[src/rtl/uart_time_reporter_pkg.sv]
// Shared definitions for the UART time reporter: FSM state codes, ASCII constants,
// the report length default and the BCD digit-pair type.
package uart_time_reporter_pkg;

   localparam int MSG_LEN_DEF = 14;

   localparam logic [1:0] ST_IDLE = 2'd0;
   localparam logic [1:0] ST_LOAD = 2'd1;
   localparam logic [1:0] ST_SEND = 2'd2;
   localparam logic [1:0] ST_DONE = 2'd3;

   typedef logic [7:0] ascii_t;

   localparam ascii_t ASCII_ZERO  = 8'h30;
   localparam ascii_t ASCII_COLON = 8'h3A;
   localparam ascii_t ASCII_DOT   = 8'h2E;
   localparam ascii_t ASCII_CR    = 8'h0D;
   localparam ascii_t ASCII_LF    = 8'h0A;
   localparam ascii_t ASCII_W     = 8'h57;
   localparam ascii_t ASCII_S     = 8'h53;

   localparam logic [6:0] BCD_MAX = 7'd99;

   typedef struct packed {
      logic [3:0] tens;
      logic [3:0] ones;
   } bcd2_t;

   function automatic ascii_t digit_char(input logic [3:0] d);
      return ASCII_ZERO + ascii_t'(d);
   endfunction

endpackage

[src/rtl/uart_time_reporter_if.sv]
// Push/full handshake between the time reporter (master) and the UART TX FIFO (slave).
interface uart_time_reporter_if;
   import uart_time_reporter_pkg::*;

   logic   i_tx_full;
   logic   o_tx_push;
   ascii_t o_tx_data;

   modport master (input i_tx_full, output o_tx_push, output o_tx_data);
   modport slave  (output i_tx_full, input o_tx_push, input o_tx_data);

endinterface

[src/rtl/uart_time_reporter_bin2bcd_99.sv]
// Combinational 7-bit binary to two BCD digits; anything above 99 reads as "99".
module bin2bcd_99
   import uart_time_reporter_pkg::*;
(
   input  logic [6:0] bin_i,
   output logic [3:0] tens_o,
   output logic [3:0] ones_o
);

   logic sat;

   assign sat    = bin_i > BCD_MAX;
   assign tens_o = sat ? 4'd9 : 4'(bin_i / 7'd10);
   assign ones_o = sat ? 4'd9 : 4'(bin_i % 7'd10);

endmodule

[src/rtl/uart_time_reporter.sv]
// Snapshots the watch/stopwatch time on request and streams "<W|S>HH:MM:SS.CC\r\n" into
// the UART TX FIFO. Define UART_TIME_REPORTER_PERIODIC_EN for self-timed reports.
module uart_time_reporter
   import uart_time_reporter_pkg::*;
#(
   parameter int MSG_LEN       = MSG_LEN_DEF,
   parameter int REPORT_PERIOD = 100_000_000
) (
   input  logic                 clk,
   input  logic                 rst,
   input  logic                 i_req,
   input  logic                 i_mode,
   input  logic [4:0]           i_hour,
   input  logic [5:0]           i_min,
   input  logic [5:0]           i_sec,
   input  logic [6:0]           i_csec,
   uart_time_reporter_if.master tx,
   output logic                 o_busy,
   output logic                 o_done
);

   localparam logic [3:0] LAST_IDX = 4'(MSG_LEN - 1);

   logic [1:0] state_q, state_d;
   logic [3:0] idx_q, idx_d;
   logic       pending_q, pending_d;
   logic       req;
   logic       mode_q;
   bcd2_t      hour_q, min_q, sec_q, csec_q;
   bcd2_t      hour_d, min_d, sec_d, csec_d;
   ascii_t     byte_sel;
   logic       push;

   bin2bcd_99 u_bcd_hour (.bin_i({2'b00, i_hour}), .tens_o(hour_d.tens), .ones_o(hour_d.ones));
   bin2bcd_99 u_bcd_min  (.bin_i({1'b0, i_min}),   .tens_o(min_d.tens),  .ones_o(min_d.ones));
   bin2bcd_99 u_bcd_sec  (.bin_i({1'b0, i_sec}),   .tens_o(sec_d.tens),  .ones_o(sec_d.ones));
   bin2bcd_99 u_bcd_csec (.bin_i(i_csec),          .tens_o(csec_d.tens), .ones_o(csec_d.ones));

`ifdef UART_TIME_REPORTER_PERIODIC_EN
   localparam int               CNT_W    = (REPORT_PERIOD > 1) ? $clog2(REPORT_PERIOD) : 1;
   localparam logic [CNT_W-1:0] CNT_LAST = CNT_W'(REPORT_PERIOD - 1);

   logic [CNT_W-1:0] cnt_q, cnt_d;
   logic             tick;

   assign tick  = (cnt_q == CNT_LAST);
   assign cnt_d = tick ? '0 : cnt_q + CNT_W'(1);

   always_ff @(posedge clk or negedge rst) begin
      if (!rst) cnt_q <= '0;
      else      cnt_q <= cnt_d;
   end

   assign req = i_req | tick;
`else
   assign req = i_req;
`endif

   always_comb begin
      state_d   = state_q;
      idx_d     = idx_q;
      pending_d = pending_q;
      case (state_q)
         ST_IDLE: begin
            if (req || pending_q) begin
               state_d   = ST_LOAD;
               pending_d = 1'b0;
            end
         end
         ST_LOAD: begin
            idx_d   = 4'd0;
            state_d = ST_SEND;
            if (req) pending_d = 1'b1;
         end
         ST_SEND: begin
            if (req) pending_d = 1'b1;
            if (!tx.i_tx_full) begin
               if (idx_q == LAST_IDX) state_d = ST_DONE;
               else                   idx_d   = idx_q + 4'd1;
            end
         end
         default: begin
            // A request landing on the DONE cycle is taken directly instead of via pending.
            if (pending_q) begin
               pending_d = 1'b0;
               state_d   = ST_LOAD;
            end else if (req) begin
               state_d   = ST_LOAD;
            end else begin
               state_d   = ST_IDLE;
            end
         end
      endcase
   end

   always_ff @(posedge clk or negedge rst) begin
      if (!rst) begin
         state_q   <= ST_IDLE;
         idx_q     <= 4'd0;
         pending_q <= 1'b0;
      end else begin
         state_q   <= state_d;
         idx_q     <= idx_d;
         pending_q <= pending_d;
      end
   end

   always_ff @(posedge clk) begin
      if (state_q == ST_LOAD) begin
         mode_q <= i_mode;
         hour_q <= hour_d;
         min_q  <= min_d;
         sec_q  <= sec_d;
         csec_q <= csec_d;
      end
   end

   always_comb begin
      byte_sel = ASCII_LF;
      case (idx_q)
         4'd0:    byte_sel = mode_q ? ASCII_S : ASCII_W;
         4'd1:    byte_sel = digit_char(hour_q.tens);
         4'd2:    byte_sel = digit_char(hour_q.ones);
         4'd3:    byte_sel = ASCII_COLON;
         4'd4:    byte_sel = digit_char(min_q.tens);
         4'd5:    byte_sel = digit_char(min_q.ones);
         4'd6:    byte_sel = ASCII_COLON;
         4'd7:    byte_sel = digit_char(sec_q.tens);
         4'd8:    byte_sel = digit_char(sec_q.ones);
         4'd9:    byte_sel = ASCII_DOT;
         4'd10:   byte_sel = digit_char(csec_q.tens);
         4'd11:   byte_sel = digit_char(csec_q.ones);
         4'd12:   byte_sel = ASCII_CR;
         default: byte_sel = ASCII_LF;
      endcase
   end

   assign push          = (state_q == ST_SEND) && !tx.i_tx_full;
   assign tx.o_tx_push  = push;
   assign tx.o_tx_data  = push ? byte_sel : 8'h00;
   assign o_busy        = (state_q == ST_LOAD) || (state_q == ST_SEND);
   assign o_done        = (state_q == ST_DONE);

endmodule

[src/flat_wrapper.sv]
// flat-port wrapper written by rule: the top's interface ports become plain ports
module uart_time_reporter_flat import uart_time_reporter_pkg::*;
#(
   parameter int MSG_LEN       = MSG_LEN_DEF,
   parameter int REPORT_PERIOD = 100_000_000
)
  (clk, rst, i_req, i_mode, i_hour, i_min, i_sec, i_csec, o_busy, o_done, tx_i_tx_full, tx_o_tx_push, tx_o_tx_data);
  uart_time_reporter_if tx_i ();
  input  logic clk;
  input  logic rst;
  input  logic i_req;
  input  logic i_mode;
  input  logic [4:0] i_hour;
  input  logic [5:0] i_min;
  input  logic [5:0] i_sec;
  input  logic [6:0] i_csec;
  output logic o_busy;
  output logic o_done;
  input wire logic [$bits(tx_i.i_tx_full)-1:0] tx_i_tx_full;
  output wire logic [$bits(tx_i.o_tx_push)-1:0] tx_o_tx_push;
  output wire logic [$bits(tx_i.o_tx_data)-1:0] tx_o_tx_data;
  assign tx_i.i_tx_full = tx_i_tx_full;
  assign tx_o_tx_push = tx_i.o_tx_push;
  assign tx_o_tx_data = tx_i.o_tx_data;
  uart_time_reporter #(.MSG_LEN(MSG_LEN), .REPORT_PERIOD(REPORT_PERIOD)) u_core (.clk(clk), .rst(rst), .i_req(i_req), .i_mode(i_mode), .i_hour(i_hour), .i_min(i_min), .i_sec(i_sec), .i_csec(i_csec), .tx(tx_i), .o_busy(o_busy), .o_done(o_done));
endmodule
[config.mk]
export PLATFORM = sky130hd
export DESIGN_NAME = uart_time_reporter_flat
export DESIGN_NICKNAME = d
export VERILOG_FILES = /design/src/rtl/uart_time_reporter_pkg.sv /design/src/rtl/uart_time_reporter_if.sv /design/src/rtl/uart_time_reporter_bin2bcd_99.sv /design/src/rtl/uart_time_reporter.sv /design/src/flat_wrapper.sv
export SDC_FILE = /design/constraint.sdc
export NUM_CORES = 1
export LEC_CHECK = 0
export BUFFER_PORTS_ARGS = -buffer_cell sky130_fd_sc_hd__buf_2
export CAP_MARGIN = 40
export CORE_MARGIN = 2
export CORE_UTILIZATION = 30
export DETAILED_ROUTE_END_ITERATION = 7
export SLEW_MARGIN = 20
export SYNTH_ARGS = -nofsm -noshare
export SYNTH_HDL_FRONTEND = slang
export SYNTH_SLANG_ARGS = --single-unit
[constraint.sdc]
create_clock -name clk -period 2.9 [get_ports clk]
set_clock_uncertainty 0.05 [all_clocks]
set_input_delay 0.58 -clock clk [delete_from_list [all_inputs] [get_ports clk]]
set_output_delay 0.58 -clock clk [all_outputs]
set_load 0.05 [all_outputs]
==> flow_metrics.env <==
export IMPL_syn_num_nets=364
export IMPL_slew_headroom_pct=66.6
export IMPL_rsz0062_at_grt="true"
export IMPL_maxSlewViolCount=0
export IMPL_initial_core_util_pct=30.7
export IMPL_synthCells=320
export IMPL_hold_viol_final=0
export IMPL_vias=2494
export IMPL_drt_total_wl_mm=6.40
export IMPL_dieArea_mm2=0.0102
export IMPL_fin_area_mm2=0.00357
export IMPL_synth_common_cells="29 x edfxtp_1, 29 x nor2_1, 29 x o21ai_0"
export IMPL_status="complete, no violations"
export IMPL_synth_warnings=0
export IMPL_areaGrowthSynthToFinish_pct=26.7
export IMPL_ant_nets=0
export IMPL_async_flop_share_pct=19.4
export IMPL_grt_pass1_wl_mm=10.7
export IMPL_fin_util_pct=38.8
export IMPL_synth_edff_count=29
export IMPL_synthesis_area_mm2=0.00282
export IMPL_cts_hold_buf=0
export IMPL_maxCapViolations=0
export IMPL_cts_buffer_depth=2
export IMPL_synth_top_cell_by_area="edfxtp_1"
export IMPL_finalCriticalPeriod_ns=2.77
export IMPL_setup_violations=0
export IMPL_die_w_um=101
export IMPL_min_path_type="input pin to async pin"
export IMPL_antenna_found_initial=0
export IMPL_globalRouteOverflowTotal=0
export IMPL_worstPathCellList="inv_1, ha_4, a221o_1, a21oi_1, o32ai_1, o21a_1, buf_2"
export IMPL_crit_fanout=13
export IMPL_arrival_ns=2.14
export IMPL_peakVddDrop_mv=0.345
export IMPL_placed_area_mm2=0.00331
export IMPL_synth_cell_types=64
export IMPL_dpl_hpwl_mm=4.75
export IMPL_start_kind="flop"
export IMPL_final_period_utilization_pct=95.6
export IMPL_critical_path_max_stage_delay_ns=0.44
export IMPL_grt_pass1_vias=2296
export IMPL_syn_avg_cell_area_um2=8.81
export IMPL_cts_buffers=5
export IMPL_n_antenna_cell=0
export IMPL_row_count=35
export IMPL_ys_ff_latch=36
export IMPL_io_buffers=38
export IMPL_drc=0
export IMPL_core_area_mm2=0.00920
export IMPL_whs_ns=0.0651
export IMPL_p_per_area_mw_per_mm2=664
export IMPL_nNetsFinal=419
export IMPL_crit_buf_inv=2
export IMPL_num_io_pins=40
export IMPL_clk_latency_ns=0.29
export IMPL_clk_pin_slew_worst_paths_ns=0.08
export IMPL_ys_seq_area_share_pct=37.1
export IMPL_ctsRootBufferMaster="clkbuf_8"
export IMPL_h_tree_depth=2
export IMPL_wl_per_cell_um=13.1
export IMPL_worstSetupEndpointType="output pin"
export IMPL_drt_first_pass_iters=4
export IMPL_dr_first_iter_drc_count=206
export IMPL_grt_max_degree=30
export IMPL_regArea_mm2=0.00105
export IMPL_crit_slowest_cell="dfrtp_2"
export IMPL_gp_congestion=0.864
export IMPL_max_freq_mhz=361
export IMPL_required_ns=2.27
export IMPL_power_leakage_nw=1.42
export IMPL_grt_use_total_pct=12.9
export IMPL_fillers=916
export IMPL_cp_top_family="compound AO/OA/AOI/OAI gates"
export IMPL_via_per_inst=5.12
export IMPL_setup_worst_path_class="flop to output pin"
export IMPL_synthFlopType="edfxtp_1"
export IMPL_multiInputGateArea_mm2=0.00176
export IMPL_cts_tree="done"
export IMPL_layout_drive_gt1_share_pct=30.6
export IMPL_worst_pin_slew_ns=0.495
export IMPL_ys_top_cells_by_area="edfxtp_1 31%, ha_1 6.7%, dfrtp_1 6.2%, o21ai_0 5.1%, nor2_1 3.9%"
export IMPL_dieHeight_um=101
export IMPL_cts_sinks=36
export IMPL_synth_top_area_share_pct=30.9
per-layer routing:
| layer | global-route usage [%] | routed length [um] |
|---|---|---|
| met5 | 0 | 0 |
| met4 | 3.53 | 53 |
| met3 | 2.77 | 286 |
| met2 | 19.5 | 2910 |
| met1 | 18.6 | 3150 |
state kept, by name (all words and copies together) (netlist names):
signal and cells:
u_core.pending_q 1, u_core.csec_q 8, u_core.mode_q 1, u_core.state_q 2, u_core.idx_q 4, u_core.hour_q 6
u_core.sec_q 7, u_core.min_q 7
stage by stage:
step	setup slack (ns)	cells	setup TNS [ns]	power, W
final	0.127	487	0	0.00237
after global routing	-0.0600	487	-0.0600	0.00254
after CTS	0.00470	483	0	0.00233
after detailed placement	-0.344	475	-1.12	0.00188
after global placement	-0.192	475	-0.638	0.00186
after floorplan	0.0206	320	0	0.00162
cells by family after synthesis:
kind of cell	after synthesis	share of synthesized area, %
AO/OA/AOI/OAI	105	25.7
AND/OR/NAND/NOR	100	17.7
buffers and inverters	45	6.65
flip-flops	36	37.1
adder cells (fa/ha/maj)	16	7.01
XOR/XNOR	9	2.80
multiplexers	8	2.88
other	1	0.133
layout by cell type, fill, tap and decap left out, drive strengths merged, types with 6 or more instances in the layout:
cell,n
buf,68
o21ai,30
edfxtp,29
nor2,29
nand2,27
inv,24
a21oi,20
ha,15
nor2b,9
nand3,7
mux2i,7
nand2b,7
dfrtp,7
xnor2,6
nor3,6
what timing repair did:
item | 4_1_cts | 5_1_grt
gates resized for setup | 4 | 24
buffers inserted | 0 | 4
pin swaps | 0 | 5
cloned | 0 | 0
endpoints found under the setup margin | 4 | 8
layout make-up:
type	count	area share, %
Clock buffer	5	1.93
Clock inverter	3	1.19
Inverter	25	2.70
Multi-Input combinational cell	239	49.2
Sequential cell	36	29.4
Tap cell	111	3.89
Timing Repair Buffer	68	11.7
worst paths after layout:
kind	from	to	slack, ns	depth (start not counted)
max	u_core.idx_q[1]	tx_o_tx_data[1]	0.13	7
min	rst	u_core.pending_q	0.07	1
max reg2reg	u_core.state_q[0]	u_core.idx_q[3]	0.92	7
min reg2reg	u_core.pending_q	u_core.pending_q	0.47	2
max in group asynchronous	rst	u_core.idx_q[0]	2.54	1
min in group clk	i_mode	u_core.mode_q	0.45	1
where the power goes:
part / total, W / internal, W / switching [W]
Clock: 0.000433 / 0.000254 / 0.000179
Combinational: 0.00108 / 0.000396 / 0.000679
Sequential: 0.000863 / 0.000792 / 0.0000708
No activity file was read; power rests on OpenSTA's default activity.
